`src/rtl/multicycle_control_pkg.sv`:
```
// Shared definitions for the multicycle RISC-V control path: opcodes, ALU op codes,
// datapath mux selects and the control FSM state set.
package riscv_pkg;

    localparam logic [6:0] OP_LOAD   = 7'b0000011;
    localparam logic [6:0] OP_STORE  = 7'b0100011;
    localparam logic [6:0] OP_RTYPE  = 7'b0110011;
    localparam logic [6:0] OP_BRANCH = 7'b1100011;

    // Same code set that alu_control decodes
    localparam logic [1:0] ALUOP_ADD   = 2'b00;
    localparam logic [1:0] ALUOP_SUB   = 2'b01;
    localparam logic [1:0] ALUOP_FUNCT = 2'b10;

    localparam logic [1:0] SRCA_PC    = 2'b00;
    localparam logic [1:0] SRCA_OLDPC = 2'b01;
    localparam logic [1:0] SRCA_REGA  = 2'b10;

    localparam logic [1:0] SRCB_REGB = 2'b00;
    localparam logic [1:0] SRCB_FOUR = 2'b01;
    localparam logic [1:0] SRCB_IMM  = 2'b10;

    typedef enum logic [3:0] {
        S_FETCH     = 4'd0,
        S_DECODE    = 4'd1,
        S_MEM_ADDR  = 4'd2,
        S_MEM_READ  = 4'd3,
        S_MEM_WB    = 4'd4,
        S_MEM_WRITE = 4'd5,
        S_EXECUTE   = 4'd6,
        S_R_WB      = 4'd7,
        S_BRANCH    = 4'd8
    } state_t;

endpackage

```
`src/rtl/multicycle_control_if.sv`:
```
// Bundle of control-path signals between the control FSM (master) and the datapath (slave).
interface multicycle_control_if #(
    parameter int CNT_W = 32
);
    logic [6:0]       opcode;
    logic             mem_ready;
    logic             pc_write;
    logic             pc_write_cond;
    logic             pc_source;
    logic             ir_write;
    logic             i_or_d;
    logic             mem_read;
    logic             mem_write;
    logic             reg_write;
    logic             mem_to_reg;
    logic [1:0]       alu_src_a;
    logic [1:0]       alu_src_b;
    logic [1:0]       alu_operation;
    logic             illegal;
    logic [CNT_W-1:0] retired;
    logic [3:0]       state;

    modport master (
        input  opcode, mem_ready,
        output pc_write, pc_write_cond, pc_source, ir_write, i_or_d,
               mem_read, mem_write, reg_write, mem_to_reg,
               alu_src_a, alu_src_b, alu_operation, illegal, retired, state
    );

    modport slave (
        output opcode, mem_ready,
        input  pc_write, pc_write_cond, pc_source, ir_write, i_or_d,
               mem_read, mem_write, reg_write, mem_to_reg,
               alu_src_a, alu_src_b, alu_operation, illegal, retired, state
    );
endinterface

```
`src/rtl/multicycle_control.sv`:
```
// Main control FSM of the multicycle datapath: sequences ld/sd/beq/R-type through
// fetch..writeback, stalls on mem_ready and counts retired instructions.
module multicycle_control
    import riscv_pkg::*;
#(
    parameter int CNT_W = 32
) (
    input  logic                 clk,
    input  logic                 rst_n,
    multicycle_control_if.master ctrl
);

    state_t           state_q, state_d;
    logic [CNT_W-1:0] retired_q, retired_d;

    always_ff @(posedge clk) begin
        if (!rst_n) begin
            state_q   <= S_FETCH;
            retired_q <= '0;
        end else begin
            state_q   <= state_d;
            retired_q <= retired_d;
        end
    end

    // Outputs depend on state only, except the FETCH IR/PC load and the DECODE illegal flag
    always_comb begin
        state_d            = S_FETCH;
        retired_d          = retired_q;
        ctrl.pc_write      = 1'b0;
        ctrl.pc_write_cond = 1'b0;
        ctrl.pc_source     = 1'b0;
        ctrl.ir_write      = 1'b0;
        ctrl.i_or_d        = 1'b0;
        ctrl.mem_read      = 1'b0;
        ctrl.mem_write     = 1'b0;
        ctrl.reg_write     = 1'b0;
        ctrl.mem_to_reg    = 1'b0;
        ctrl.alu_src_a     = SRCA_PC;
        ctrl.alu_src_b     = SRCB_REGB;
        ctrl.alu_operation = ALUOP_ADD;
        ctrl.illegal       = 1'b0;

        case (state_q)
            S_FETCH: begin
                ctrl.mem_read  = 1'b1;
                ctrl.alu_src_b = SRCB_FOUR;
                ctrl.ir_write  = ctrl.mem_ready;
                ctrl.pc_write  = ctrl.mem_ready;
                state_d        = ctrl.mem_ready ? S_DECODE : S_FETCH;
            end
            S_DECODE: begin
                ctrl.alu_src_a = SRCA_OLDPC;
                ctrl.alu_src_b = SRCB_IMM;
                case (ctrl.opcode)
                    OP_LOAD, OP_STORE: state_d = S_MEM_ADDR;
                    OP_RTYPE:          state_d = S_EXECUTE;
                    OP_BRANCH:         state_d = S_BRANCH;
                    default: begin
                        ctrl.illegal = 1'b1;
                        state_d      = S_FETCH;
                    end
                endcase
            end
            S_MEM_ADDR: begin
                ctrl.alu_src_a = SRCA_REGA;
                ctrl.alu_src_b = SRCB_IMM;
                state_d        = (ctrl.opcode == OP_LOAD) ? S_MEM_READ : S_MEM_WRITE;
            end
            S_MEM_READ: begin
                ctrl.mem_read = 1'b1;
                ctrl.i_or_d   = 1'b1;
                state_d       = ctrl.mem_ready ? S_MEM_WB : S_MEM_READ;
            end
            S_MEM_WB: begin
                ctrl.reg_write  = 1'b1;
                ctrl.mem_to_reg = 1'b1;
                retired_d       = retired_q + 1'b1;
            end
            S_MEM_WRITE: begin
                ctrl.mem_write = 1'b1;
                ctrl.i_or_d    = 1'b1;
                if (ctrl.mem_ready) begin
                    retired_d = retired_q + 1'b1;
                end else begin
                    state_d = S_MEM_WRITE;
                end
            end
            S_EXECUTE: begin
                ctrl.alu_src_a     = SRCA_REGA;
                ctrl.alu_src_b     = SRCB_REGB;
                ctrl.alu_operation = ALUOP_FUNCT;
                state_d            = S_R_WB;
            end
            S_R_WB: begin
                ctrl.reg_write = 1'b1;
                retired_d      = retired_q + 1'b1;
            end
            S_BRANCH: begin
                ctrl.alu_src_a     = SRCA_REGA;
                ctrl.alu_src_b     = SRCB_REGB;
                ctrl.alu_operation = ALUOP_SUB;
                ctrl.pc_write_cond = 1'b1;
                ctrl.pc_source     = 1'b1;
                retired_d          = retired_q + 1'b1;
            end
            default: state_d = S_FETCH;
        endcase
    end

    assign ctrl.state   = state_q;
    assign ctrl.retired = retired_q;

endmodule
```
`src/flat_wrapper.sv`:
```
// flat-port wrapper written by rule: the top's interface ports become plain ports
module multicycle_control_flat import riscv_pkg::*;
#(
    parameter int CNT_W = 32
)
  (clk, rst_n, ctrl_opcode, ctrl_mem_ready, ctrl_pc_write, ctrl_pc_write_cond, ctrl_pc_source, ctrl_ir_write, ctrl_i_or_d, ctrl_mem_read, ctrl_mem_write, ctrl_reg_write, ctrl_mem_to_reg, ctrl_alu_src_a, ctrl_alu_src_b, ctrl_alu_operation, ctrl_illegal, ctrl_retired, ctrl_state);
  multicycle_control_if #(.CNT_W(CNT_W)) ctrl_i ();
  input  logic clk;
  input  logic rst_n;
  input wire logic [$bits(ctrl_i.opcode)-1:0] ctrl_opcode;
  input wire logic [$bits(ctrl_i.mem_ready)-1:0] ctrl_mem_ready;
  output wire logic [$bits(ctrl_i.pc_write)-1:0] ctrl_pc_write;
  output wire logic [$bits(ctrl_i.pc_write_cond)-1:0] ctrl_pc_write_cond;
  output wire logic [$bits(ctrl_i.pc_source)-1:0] ctrl_pc_source;
  output wire logic [$bits(ctrl_i.ir_write)-1:0] ctrl_ir_write;
  output wire logic [$bits(ctrl_i.i_or_d)-1:0] ctrl_i_or_d;
  output wire logic [$bits(ctrl_i.mem_read)-1:0] ctrl_mem_read;
  output wire logic [$bits(ctrl_i.mem_write)-1:0] ctrl_mem_write;
  output wire logic [$bits(ctrl_i.reg_write)-1:0] ctrl_reg_write;
  output wire logic [$bits(ctrl_i.mem_to_reg)-1:0] ctrl_mem_to_reg;
  output wire logic [$bits(ctrl_i.alu_src_a)-1:0] ctrl_alu_src_a;
  output wire logic [$bits(ctrl_i.alu_src_b)-1:0] ctrl_alu_src_b;
  output wire logic [$bits(ctrl_i.alu_operation)-1:0] ctrl_alu_operation;
  output wire logic [$bits(ctrl_i.illegal)-1:0] ctrl_illegal;
  output wire logic [$bits(ctrl_i.retired)-1:0] ctrl_retired;
  output wire logic [$bits(ctrl_i.state)-1:0] ctrl_state;
  assign ctrl_i.opcode = ctrl_opcode;
  assign ctrl_i.mem_ready = ctrl_mem_ready;
  assign ctrl_pc_write = ctrl_i.pc_write;
  assign ctrl_pc_write_cond = ctrl_i.pc_write_cond;
  assign ctrl_pc_source = ctrl_i.pc_source;
  assign ctrl_ir_write = ctrl_i.ir_write;
  assign ctrl_i_or_d = ctrl_i.i_or_d;
  assign ctrl_mem_read = ctrl_i.mem_read;
  assign ctrl_mem_write = ctrl_i.mem_write;
  assign ctrl_reg_write = ctrl_i.reg_write;
  assign ctrl_mem_to_reg = ctrl_i.mem_to_reg;
  assign ctrl_alu_src_a = ctrl_i.alu_src_a;
  assign ctrl_alu_src_b = ctrl_i.alu_src_b;
  assign ctrl_alu_operation = ctrl_i.alu_operation;
  assign ctrl_illegal = ctrl_i.illegal;
  assign ctrl_retired = ctrl_i.retired;
  assign ctrl_state = ctrl_i.state;
  multicycle_control #(.CNT_W(CNT_W)) u_core (.clk(clk), .rst_n(rst_n), .ctrl(ctrl_i));
endmodule
```
`config.mk`:
```
export PLATFORM = sky130hd
export DESIGN_NAME = multicycle_control_flat
export DESIGN_NICKNAME = d
export VERILOG_FILES = /design/src/rtl/multicycle_control_pkg.sv /design/src/rtl/multicycle_control_if.sv /design/src/rtl/multicycle_control.sv /design/src/flat_wrapper.sv
export SDC_FILE = /design/constraint.sdc
export NUM_CORES = 1
export LEC_CHECK = 0
export BUFFER_PORTS_ARGS = -buffer_cell sky130_fd_sc_hd__buf_2
export CAP_MARGIN = 10
export CORE_MARGIN = 5
export CORE_UTILIZATION = 51
export CTS_CLUSTER_DIAMETER = 120
export CTS_CLUSTER_SIZE = 12
export DETAILED_ROUTE_END_ITERATION = 16
export GPL_ROUTABILITY_DRIVEN = 0
export PLACE_DENSITY = 0.77
export SYNTH_ARGS = -nofsm -noshare
export SYNTH_HDL_FRONTEND = slang
export SYNTH_SLANG_ARGS = --single-unit
```
`constraint.sdc`:
```
create_clock -name clk -period 2.6 [get_ports clk]
set_input_delay 0.13 -clock clk [delete_from_list [all_inputs] [get_ports clk]]
set_output_delay 0.13 -clock clk [all_outputs]
set_load 0.005 [all_outputs]
```
==> reports/metrics.csv <==
metric,value,unit
dieArea,5369,um2
p_leak,0.9584,nW
syn-num-nets,262,
row_count,23,
overflow,0,
avgViaCountPerCell,5.574,
final_area,2447,um2
worstSkewPairLatency,280,ps
slew_headroom,0.5408,
wirelength,4.937,mm
outcome,"complete, no violations",
finalSetupTns,0,ps
tritoncts,done,
place_area,2351,um2
grt_use_met2,0.2959,
met3_usage,0.04925,
grt_pass1_vias,1736,
cts_buffers,5,
clk_pin_slew,70,ps
area_growth_syn_to_layout,19.85,%
via_count,1990,
crit_type,flip-flop to flip-flop,
tightest_slew,688.2,ps
io_pins,62,
post-route-util,0.6208,
cts-hold-fix-buffers,0,
ys.flop_type,dfxtp_1,
start_util,0.5179,
use_met1,0.2458,
grt_pass1_wl,7.941,mm
synth_cell_types,46,
track_usage,0.1858,
wl_per_cell,13.83,um
syn_avg_cell_area,8.135,um2
top_usage_layer,met2,
netlist_instances,251,
diodes,0,
endpoint_kind,flip-flop,
cp-start-kind,flip-flop,
setup_viol,0,
synth_edf_count,0,
yosysTopAreaCellShare,0.3529,
dp_hpwl,3.572,mm
fin_total_pwr,1.031,mW
die_h,73.28,um
synth_common_cells,"36 x dfxtp_1, 36 x nor2_1, 16 x a21oi_1",
grt_max_degree,18,
synth_top_cells_by_area,"dfxtp_1 35%, nor2_1 6.6%, xnor2_1 6.4%, a21oi_1 3.9%, xor2_1 3.0%",
ir_drop,0.3310,mV
cts-resized-gates,0,
postRouteAntennaNets,0,
drt-initial-drc-count,85,
max_freq,448.0,MHz
synth_warnings,0,
die_w,73.28,um
min_path_type,primary input to flip-flop,
synthArstFlopShare,0,
maxCapViolations,0,
critical_path_arrival,2440,ps
post-route-min-period,2232,ps
core,3943,um2
drive_gt1_frac,0.2671,
antenna_found_initial,0,
post-cts-setup-buffers,0,
required,2810,ps
skew,3.733,ps
ys_ff_latch,36,
rsz0062_at_grt,no,
fin_crit_sh,0.8585,
htreeDepth,2,
hold_viol_final,0,
syn-cell-area,2042,um2
slew_violations,0,
synth_top_area_cell,dfxtp_1,
cp_max_fo,11,
drc,0,
port_buffers,61,
ys_seq_area_frac,0.3529,
dr.pass1.iters,4,
cts.sink_count,36,
cts-root-buf,clkbuf_8,
clockBufferDepth,2,
nets,318,
powerDensity,421.5,nW/um2
logic make-up after synthesis:
logic type,count (synthesis),share of synthesized area
simple gates,114,0.2874
compound gates,54,0.1918
flops,36,0.3529
xor+xnor,22,0.09437
buf+inv,22,0.05637
mux,2,0.01103
fa+ha+maj,1,0.006126
critical path: stages (launching register included):
cell and delay, ps:
dfxtp_1 370, nand2b_1 270, a211oi_4 500, o2111ai_1 400
or3_1 460, a21oi_1 150
state kept, by name, indices dropped and copies added, names as in the netlist:
signal               cells
u_core.ctrl.retired     32
u_core.ctrl.state        4
metal layers:
metal  part of all wire  wire (um)
met4             0.0065         32
met5                  0          0
met2               0.47       2306
met1               0.46       2247
met3              0.071        350
path summary, 6_finish.rpt:
path                                 from                 endpoint  slack (ps)  depth (start not counted)
setup / recovery     u_core.ctrl.state[2]  u_core.ctrl.retired[28]         370                          5
hold / removal             ctrl_opcode[6]     u_core.ctrl.state[3]         130                          3
setup reg to reg     u_core.ctrl.state[2]  u_core.ctrl.retired[28]         370                          5
hold reg to reg   u_core.ctrl.retired[31]  u_core.ctrl.retired[31]         480                          2
cells in the final DEF (no fill, tap or decap), types with 4 or more instances in the layout:
| cell type | n |
|---|---|
| buf_2 | 61 |
| nor2_1 | 36 |
| dfxtp_1 | 36 |
| a21oi_1 | 16 |
| nand2_1 | 15 |
| xnor2_1 | 15 |
| nand3_1 | 11 |
| nor3_1 | 9 |
| or3_1 | 8 |
| nand2b_1 | 7 |
| o21ai_0 | 7 |
| xor2_1 | 7 |
| clkbuf_8 | 7 |
| nand4_1 | 6 |
| o2111ai_1 | 6 |
| a211oi_1 | 6 |
| inv_1 | 5 |
| or4_1 | 5 |
| buf_4 | 5 |
| and2_1 | 4 |
| o31ai_1 | 4 |
cell type report:
cell class | instances | area (um2)
fill | 374 | 1495
multi-input combinational | 193 | 1206
sequential | 36 | 720.7
timing repair buffer | 66 | 342.8
clock buffer | 7 | 96.34
tap | 50 | 62.56
inverter | 5 | 18.77
metrics by stage:
step | hold WS, ps | worst slack [ps] | std cells
3_3_place_gp | 427.9 | 498.4 | 350
4_1_cts | 127.4 | 381.2 | 357
3_5_place_dp | 426.8 | 417.4 | 350
5_1_grt | 148.8 | 140.1 | 357
2_1_floorplan | 274.4 | 643.8 | 251
6_report | 134.4 | 367.9 | 357
power by group:
part,internal [mW],switching [mW]
clock network,0.236,0.189
registers,0.552,0.00246
logic,0.0219,0.0302
total,0.810,0.222
No activity file was read; power rests on OpenSTA's default activity.
